[src/rtl/axi_slice_pkg.sv]
// rtl/axi_slice_pkg.sv - shared widths and word/beat types for the AXI slice datapath
package axi_slice_pkg;

  localparam int ID_WIDTH       = 3;
  localparam int ADDR_WIDTH     = 32;
  localparam int DATA_WIDTH     = 32;
  localparam int OUT_DATA_WIDTH = 8;

  // Wide word as carried by full_register_slice; field order matches the bus packing.
  typedef struct packed {
    logic [ID_WIDTH-1:0]   id;
    logic [ADDR_WIDTH-1:0] addr;
    logic [DATA_WIDTH-1:0] data;
  } axi_word_t;

  typedef struct packed {
    logic [ID_WIDTH-1:0]       id;
    logic [ADDR_WIDTH-1:0]     addr;
    logic [OUT_DATA_WIDTH-1:0] data;
  } axi_beat_t;

  typedef enum logic {
    DS_IDLE = 1'b0,
    DS_SEND = 1'b1
  } ds_state_t;

endpackage

[src/rtl/axi_data_downsizer.sv]
// rtl/axi_data_downsizer.sv - splits one wide {id,addr,data} word into RATIO narrow addressed beats
module axi_data_downsizer #(
  parameter int ID_WIDTH       = axi_slice_pkg::ID_WIDTH,
  parameter int ADDR_WIDTH     = axi_slice_pkg::ADDR_WIDTH,
  parameter int IN_DATA_WIDTH  = axi_slice_pkg::DATA_WIDTH,
  parameter int OUT_DATA_WIDTH = axi_slice_pkg::OUT_DATA_WIDTH
) (
  input  logic                                       aclk,
  input  logic                                       areset,
  input  logic [ID_WIDTH+ADDR_WIDTH+IN_DATA_WIDTH-1:0]  prev_stage_data_i,
  input  logic                                       prev_stage_valid_i,
  output logic                                       prev_stage_ready_o,
  output logic [ID_WIDTH+ADDR_WIDTH+OUT_DATA_WIDTH-1:0] next_stage_data_o,
  output logic                                       next_stage_last_o,
  output logic                                       next_stage_valid_o,
  input  logic                                       next_stage_ready_i
);
  import axi_slice_pkg::*;

  localparam int RATIO      = IN_DATA_WIDTH / OUT_DATA_WIDTH;
  localparam int CNT_W      = $clog2(RATIO);
  localparam int BEAT_BYTES = OUT_DATA_WIDTH / 8;
  localparam logic [CNT_W-1:0] LAST_CNT = CNT_W'(RATIO - 1);

  ds_state_t state, state_nxt;

  logic [ID_WIDTH-1:0]       hold_id;
  logic [ADDR_WIDTH-1:0]     hold_addr;
  logic [IN_DATA_WIDTH-1:0]  hold_data;
  logic [CNT_W-1:0]          beat_cnt;

  logic [ID_WIDTH-1:0]       in_id;
  logic [ADDR_WIDTH-1:0]     in_addr;
  logic [IN_DATA_WIDTH-1:0]  in_data;
  logic [ADDR_WIDTH-1:0]     beat_addr;
  logic [OUT_DATA_WIDTH-1:0] beat_data;
  logic                      busy;
  logic                      last_beat;
  logic                      beat_acc;
  logic                      in_acc;

  assign in_id   = prev_stage_data_i[ID_WIDTH+ADDR_WIDTH+IN_DATA_WIDTH-1 -: ID_WIDTH];
  assign in_addr = prev_stage_data_i[ADDR_WIDTH+IN_DATA_WIDTH-1 -: ADDR_WIDTH];
  assign in_data = prev_stage_data_i[IN_DATA_WIDTH-1:0];

  assign busy      = (state == DS_SEND);
  assign last_beat = (beat_cnt == LAST_CNT);
  assign beat_acc  = busy & next_stage_ready_i;

  // Reload on the last beat keeps the output stream bubble-free across words.
  assign prev_stage_ready_o = !areset & (!busy | (last_beat & next_stage_ready_i));
  assign in_acc             = prev_stage_valid_i & prev_stage_ready_o;

  assign beat_addr = hold_addr + ADDR_WIDTH'(beat_cnt) * ADDR_WIDTH'(BEAT_BYTES);
  assign beat_data = hold_data[int'(beat_cnt)*OUT_DATA_WIDTH +: OUT_DATA_WIDTH];

  assign next_stage_data_o  = {hold_id, beat_addr, beat_data};
  assign next_stage_valid_o = busy;
  assign next_stage_last_o  = busy & last_beat;

  always_comb begin
    state_nxt = state;
    case (state)
      DS_IDLE: if (in_acc) state_nxt = DS_SEND;
      DS_SEND: if (beat_acc && last_beat && !in_acc) state_nxt = DS_IDLE;
      default: state_nxt = DS_IDLE;
    endcase
  end

  always_ff @(posedge aclk or posedge areset) begin
    if (areset) begin
      state     <= DS_IDLE;
      beat_cnt  <= '0;
      hold_id   <= '0;
      hold_addr <= '0;
      hold_data <= '0;
    end else begin
      state <= state_nxt;
      if (in_acc) begin
        hold_id   <= in_id;
        hold_addr <= in_addr;
        hold_data <= in_data;
        beat_cnt  <= '0;
      end else if (beat_acc) begin
        beat_cnt  <= beat_cnt + 1'b1;
      end
    end
  end

endmodule

[config.mk]
export PLATFORM = sky130hd
export DESIGN_NAME = axi_data_downsizer
export DESIGN_NICKNAME = d
export VERILOG_FILES = /design/src/rtl/axi_slice_pkg.sv /design/src/rtl/axi_data_downsizer.sv
export SDC_FILE = /design/constraint.sdc
export NUM_CORES = 1
export LEC_CHECK = 0
export CORE_UTILIZATION = 34
export DETAILED_ROUTE_END_ITERATION = 10
export PLACE_DENSITY = 0.63
export SLEW_MARGIN = 0
export SYNTH_ARGS = -nofsm -noshare
export SYNTH_HDL_FRONTEND = slang
export SYNTH_SLANG_ARGS = --single-unit
[constraint.sdc]
create_clock -name aclk -period 5.5 [get_ports aclk]
set_input_delay 0.55 -clock aclk [delete_from_list [all_inputs] [get_ports aclk]]
set_output_delay 0.55 -clock aclk [all_outputs]
set_load 0.01 [all_outputs]
==> impl_results.md, run 1 <==
* GR Util met3 at ~6.9%
* Clk_lat worst skew at 0.34 ns
* CTS root buf: clkbuf_8
* Slew Limit Fails at 0
* Post-CTS setup buffers at 0
* Fin Hold WS at 0.506 ns
* Vias post-DR at 2547
* Critical path startpoint: beat_cnt[0]$_DFFE_PP0P_
* Layout cells sized above 1 at between 20 and 25%
* HPWL after detailed placement at approximately 5800 um
* Synth area leader: dfrtp_1
* Seq/Total Area, Yosys at roughly 50%
* Synth Area per Inst at 13.1 sq um
* Asr flop ratio synth at 100%
* Hold Fails Final Rpt at 0
* Fmax at roughly 240 MHz
* Clk sinks at 70
* Drt first pass iters at 4
* Largest net degree at the start of global routing at 71
* CP Launch Type: flip-flop
* Initial antenna violation count at 0
* Htree depth at 3
* Yosys cell types at 27
* # IOs at between 100 and 150
* Synth Instances at approximately 270
* Clock Path Buffers at 2
* Initial DRC Count at 66
* CTS tree: built
* Worst Clk Skew at 0.00898 ns
* Ys Warns at 0
* Routed wire length at between 7000 and 8000 um
* Worst Max-Slew Pin Slew at 0.935 ns
* Register bit total from synthesis at 70
* Post-route DRC at 0
* Core area at 9860 sq um
* RSZ-0062 raised after global routing: no
* Syn nets at 341
* Busiest grt layer: met2
* Top cells by area, synth: dfrtp_1 (50%), mux2_2 (22%), xnor2_1 (6.5%)
* Fin crit period at 4.09 ns
* Starting Density at 35.3%
* Outcome: completed
* # Max-Cap Violations at 0
* GR Layer Usage met2 at 24.1%
* Die Y at 103 um
* DRT antenna net count at 0
* # setup viols final at 0
* Aggregate global-route resource usage at 15.7%
* GRT overflow at 0
* P_leak at approximately 1.9 nW
* Cell with the most instances after synthesis: dfrtp_1
* Mapped Area at 3480 sq um
* Post-CTS sizing at 0
* Post-synth top cells: dfrtp_1 (70), mux2_2 (67), xnor2_1 (26)
* Kind of end point of the critical path: output pin
* Number of global-route vias before repair at 2553
* Top_reg_cell synth: dfrtp_1
* Row count at 36
* Worst-path clk slew at 0.07 ns
* Tcrit/Tclk final at 74.4%
* WL/cell at 15.2 um
* Port-buffer cells at 116
* # fillers at about 900
* Hold Startpoint: hold_data[5]$_DFFE_PP0P_
* Critical path class: reg2out
* Die ar. at 10600 sq um
* Layout area overhead at 41.9%
* Via density per instance at 4.91
* Die Wd at 103 um
* Post-synth top area share at 50.4%
* EDFF count, synth at 0
* First-pass GRT wire length at 12700 um
* Worst slew margin at 37.7%
* Layout Nets at 456
* Max VDD drop at approximately 230 uV
* Cts hold-fix bufs at 0
* TNS Setup at 0 ns
* Hold Path Class: reg2reg
* ANT cells at 0
* Total CTS buffers at 9
* Req. time, crit path at 4.95 ns
* Largest fanout on the critical path at 13
* Pwr/cell area at 541 nW/um^2
* Placer Congestion at 0.824
* Met1 Resource Use GR at 20.5%
* CP arrival at 3.54 ns
* Reg2reg start: beat_cnt[0]$_DFFE_PP0P_
-- routing by layer --
metal | vias to the layer above | wire [um]
met5 | - | 0
met1 | 1262 | 3530
met2 | 99 | 3580
met3 | 9 | 752
met4 | 0 | 58
li1 | 1177 | -
-- worst paths after layout --
path | to | slack, ns | cells past startpoint
min | hold_data[5]$_DFFE_PP0P_ | 0.51 | 1
max | next_stage_data_o[22] | 1.41 | 7
max reg2reg | hold_data[15]$_DFFE_PP0P_ | 2.39 | 6
max in group asynchronous | hold_addr[3]$_DFFE_PP0P_ | 4.09 | 3
min in group asynchronous | hold_data[26]$_DFFE_PP0P_ | 0.83 | 3
min reg2reg | hold_data[5]$_DFFE_PP0P_ | 0.51 | 1
-- critical path, cell delays in order, from the launching register on --
cell and delay, ns:
dfrtp_1 0.73, ha_1 0.28, inv_1 0.06, fa_1 0.44
nor3b_2 0.74, nand4_1 0.20, xnor2_1 0.19, clkdlybuf4s50_1 0.56
-- cell type report --
class,count,area (sq um),area share (%)
Tap cell,133,166,3.37
Clock buffer,11,131,2.66
Clock inverter,5,50.0,1.01
Multi-Input combinational cell,175,1640,33.1
Inverter,7,26.3,0.532
Sequential cell,70,1750,35.5
Timing Repair Buffer,118,1180,23.8
-- through the flow --
step / total power [mW] / utilization, % / worst slack (ns) / instances / cell area (sq um)
global route: 2.87 / 50.1 / 1.07 / 519 / 4940
detailed placement: 2.31 / 48.2 / 1.70 / 503 / 4760
global placement: 2.28 / 48.2 / 1.81 / 503 / 4760
CTS: 2.72 / 50.1 / 1.32 / 519 / 4940
finish: 2.67 / 50.1 / 1.41 / 519 / 4940
floorplan: 1.68 / - / 2.77 / 266 / 3480
-- logic make-up (layout without fill, tap and decap cells) --
| logic type | Yosys count | after routing | share of synthesized area (%) |
|---|---|---|---|
| AND/OR/NAND/NOR | 61 | 61 | 9.86 |
| flip-flops | 70 | 70 | 50.4 |
| multiplexers | 75 | 75 | 26.9 |
| buffers and inverters | 21 | 141 | 2.81 |
| XOR/XNOR | 31 | 31 | 7.81 |
| adder cells (fa/ha/maj) | 4 | 4 | 1.65 |
| AO/OA/AOI/OAI | 4 | 4 | 0.647 |
-- where the power goes --
part / switching, mW / internal (mW)
logic: 0.430 / 0.818
clock network: 0.186 / 0.207
registers: 0.255 / 0.776
-- sequential cells by signal, summed over array words and instances (netlist names) --
signal / cells
hold_id: 3
hold_addr: 32
next_stage_valid_o: 1
hold_data: 32
beat_cnt: 2
-- placed cells by master, fill, tap and decap left out, types with 2 or more instances in the layout --
master | netlist | final
dfrtp_1 | 70 | 70
clkbuf_1 | 3 | 2
xnor2_1 | 26 | 26
nand2_1 | 11 | 11
mux4_2 | 8 | 8
a21oi_1 | 3 | 3
mux2_2 | 67 | 67
and4_1 | 3 | 3
clkdlybuf4s50_1 | 0 | 116
nand3_1 | 13 | 13
inv_1 | 7 | 6
nand4b_1 | 2 | 2
xor2_1 | 5 | 5
buf_4 | 2 | 2
and3_1 | 5 | 5
nand4_1 | 13 | 13
clkinv_2 | 0 | 4
clkbuf_8 | 0 | 9
nor2_1 | 6 | 6
ha_1 | 3 | 3
Power figures use the tool's default switching activity.
==> inputs of run 2 (changes only) <==
- PLACE_DENSITY: 0.63 -> 0.65
- clock period: 5.5 -> 3.5 ns (I/O delays scaled with it)
==> run 2 against run 1 <==
  * Core utilization is 0.93 points higher
  * Highest routed layer unchanged
  * Sequential share of layout area is 0.64 points lower
  * Via count is 0.43% higher
  * Flip-flop and latch count stayed put
  * Non-clock buffer count is 5 higher
  * Global-route usage is 0.65 points higher
==> impl_results.md, run 2 (same netlist as run 1, synthesis figures left out) <==
* Aggregate global-route resource usage at 16.4% (was 15.7%)
* Biggest regs: hold_addr x32, hold_data x32, hold_id x3 (unchanged)
* Post-CTS sizing at 0 (unchanged)
* # IOs at 117 (unchanged)
* Worst Max-Slew Pin Slew at 0.664 ns (was 0.935 ns)
* Critical Path Slowest Stage Cell: clkdlybuf4s50_1 (was nor3b_2)
* Req. time, crit path at 3.15 ns (was 4.95 ns)
* Worst Clk Skew at 0.0100 ns (was 0.00898 ns)
* Clock Path Buffers at 2 (unchanged)
* Setup ws final at 0.345 ns (was 1.41 ns)
* Cts hold-fix bufs at 0 (unchanged)
* Hold Path Class: in2async (was reg2reg)
* # setup viols final at 0 (unchanged)
* Htree depth at 3 (unchanged)
* CTS root buf: clkbuf_8 (unchanged)
* CTS tree: built (unchanged)
* Kind of end point of the critical path: output pin (unchanged)
* Cell Area, Placed at 4810 sq um (was 4760 sq um)
* Vias post-DR at 2558 (was 2547)
* Placer Congestion at 0.830 (was 0.824)
* Pwr/cell area at 863 nW/um^2 (was 541 nW/um^2)
* Clk_lat worst skew at 0.34 ns (about the same)
* Initial DRC Count at 67 (was 66)
* Worst slew margin at 55.6% (was 37.7%)
* Fmax at 317 MHz
* Row count at 36 (unchanged)
* Die Y at 103 um (unchanged)
* Die Wd at 103 um (unchanged)
* Post-route DRC at 0 (unchanged)
* Initial antenna violation count at 0 (unchanged)
* Overall power at 4.34 mW (was 2.67 mW)
* Layout area overhead at 44.6% (was 41.9%)
* Tcrit/Tclk final at between 90% and 100%
* Post-CTS setup buffers at 0 (unchanged)
* Critical path class: reg2out (unchanged)
* Drt first pass iters at 4 (unchanged)
* DRT antenna net count at 0 (unchanged)
* TNS Setup at 0 ns (unchanged)
* WL/cell at 15.4 um (was 15.2 um)
* Slew Limit Fails at 0 (unchanged)
* Commonest non-fill, non-tap cell in the layout: clkdlybuf4s50_1 (unchanged)
* P_leak at 1.98 nW (was 1.94 nW)
* Port-buffer cells at 116 (unchanged)
* Total CTS buffers at 9 (unchanged)
* Die ar. at 10600 sq um (unchanged)
* Pre-CTS setup slack at 0.715 ns (was 1.70 ns)
* Critical-path cell list: ha_1 > a21oi_1 > nor2_1 > nand4_1 > xnor2_1 > clkdlybuf4s50_1 (was ha_1 > inv_1 > fa_1 > nor3b_2 > nand4_1 > xnor2_1 > clkdlybuf4s50_1)
* HPWL after detailed placement at 5910 um (was 5750 um)
* GRT overflow at 0 (unchanged)
* CP Launch Type: flip-flop (unchanged)
* Outcome: completed (unchanged)
* Largest fanout on the critical path at 9 (was 13)
* First-pass GRT wire length at 13000 um (was 12700 um)
* Commonest non-fill, non-tap cells in the layout: clkdlybuf4s50_1 (116), dfrtp_1 (70), mux2_2 (67), xnor2_1 (26) (unchanged)
* Starting Density at 35.3% (unchanged)
* Clk sinks at 70 (unchanged)
* Worst-path clk slew at 0.07 ns (about the same)
* Core area at 9860 sq um (unchanged)
* Max VDD drop at 430 uV (was 229 uV)
* Number of global-route vias before repair at 2665 (was 2553)
* Layout Nets at 461 (was 456)
* RSZ-0062 raised after global routing: no (unchanged)
* Post-Layout Inst Area at 5030 sq um (was 4940 sq um)
* Fin Hold WS at 0.324 ns (was 0.506 ns)
* Routed wire length at 8090 um (was 7910 um)
* Reg2Reg Setup Slack at 1.39 ns (was 2.39 ns)
* CP arrival at 2.81 ns (was 3.54 ns)
* Hold Fails Final Rpt at 0 (unchanged)
* Largest net degree at the start of global routing at 71 (unchanged)
* Worst stage delay on the critical path at 0.59 ns (was 0.74 ns)
* Layout cells sized above 1 at 26.1% (was 24.6%)
* ANT cells at 0 (unchanged)
* Fin crit period at 3.16 ns
* # Max-Cap Violations at 0 (unchanged)
* Via density per instance at 4.88 (was 4.91)
[run 2: changes by cell type in the layout (fill, tap and decap cells not counted), sizes merged]
cell,change
buf,+5
bufinv,+1
clkbuf,-1
clkinv,-2
clkinvlp,+2
[run 2: path summary, 6_finish.rpt]
check                                          start  cells past startpoint                   endpoint
max in group asynchronous                     areset                      3   hold_data[4]$_DFFE_PP0P_
setup reg to reg             beat_cnt[0]$_DFFE_PP0P_                      7   hold_addr[6]$_DFFE_PP0P_
hold / removal                                areset                      2  hold_data[18]$_DFFE_PP0P_
setup / recovery            hold_addr[1]$_DFFE_PP0P_                      6      next_stage_data_o[19]
min in group aclk          hold_data[18]$_DFFE_PP0P_                      1  hold_data[18]$_DFFE_PP0P_
hold reg to reg            hold_data[18]$_DFFE_PP0P_                      1  hold_data[18]$_DFFE_PP0P_
[run 2: cell type report]
class                      count  area, sq um
sequential                    70         1750
multi-input combinational    175         1640
clock buffer                  10          138
inverter                       7         26.3
timing repair buffer         123         1230
fill                         884         4840
tap                          133          166
clock inverter                 6         85.1
[run 2: power breakdown]
part,total (mW),switching [mW],internal (mW)
registers,1.57,0.350,1.22
logic,2.05,0.742,1.30
clock network,0.724,0.306,0.418
[run 2: stage by stage]
stage | instances | utilization, %
2_1_floorplan | 266 | -
3_3_place_gp | 508 | 48.7
3_5_place_dp | 508 | 48.7
5_1_grt | 524 | 51.0
4_1_cts | 524 | 51.0
6_report | 524 | 51.0
[run 2: critical path: cells and delay by family, from the launching register on]
family | cells | cell delay (ns)
flip-flops | 1 | 0.39
AO/OA/AOI/OAI | 1 | 0.14
buffers and inverters | 1 | 0.59
adder cells (fa/ha/maj) | 1 | 0.28
XOR/XNOR | 1 | 0.28
AND/OR/NAND/NOR | 2 | 0.79
[run 2: layer usage]
metal	wire length, um	GRT usage [%]	part of all wire [%]
met3	829	7.25	10
met1	3460	19.5	43
met5	0	0	0
met4	65	4.01	0.80
met2	3740	27.1	46
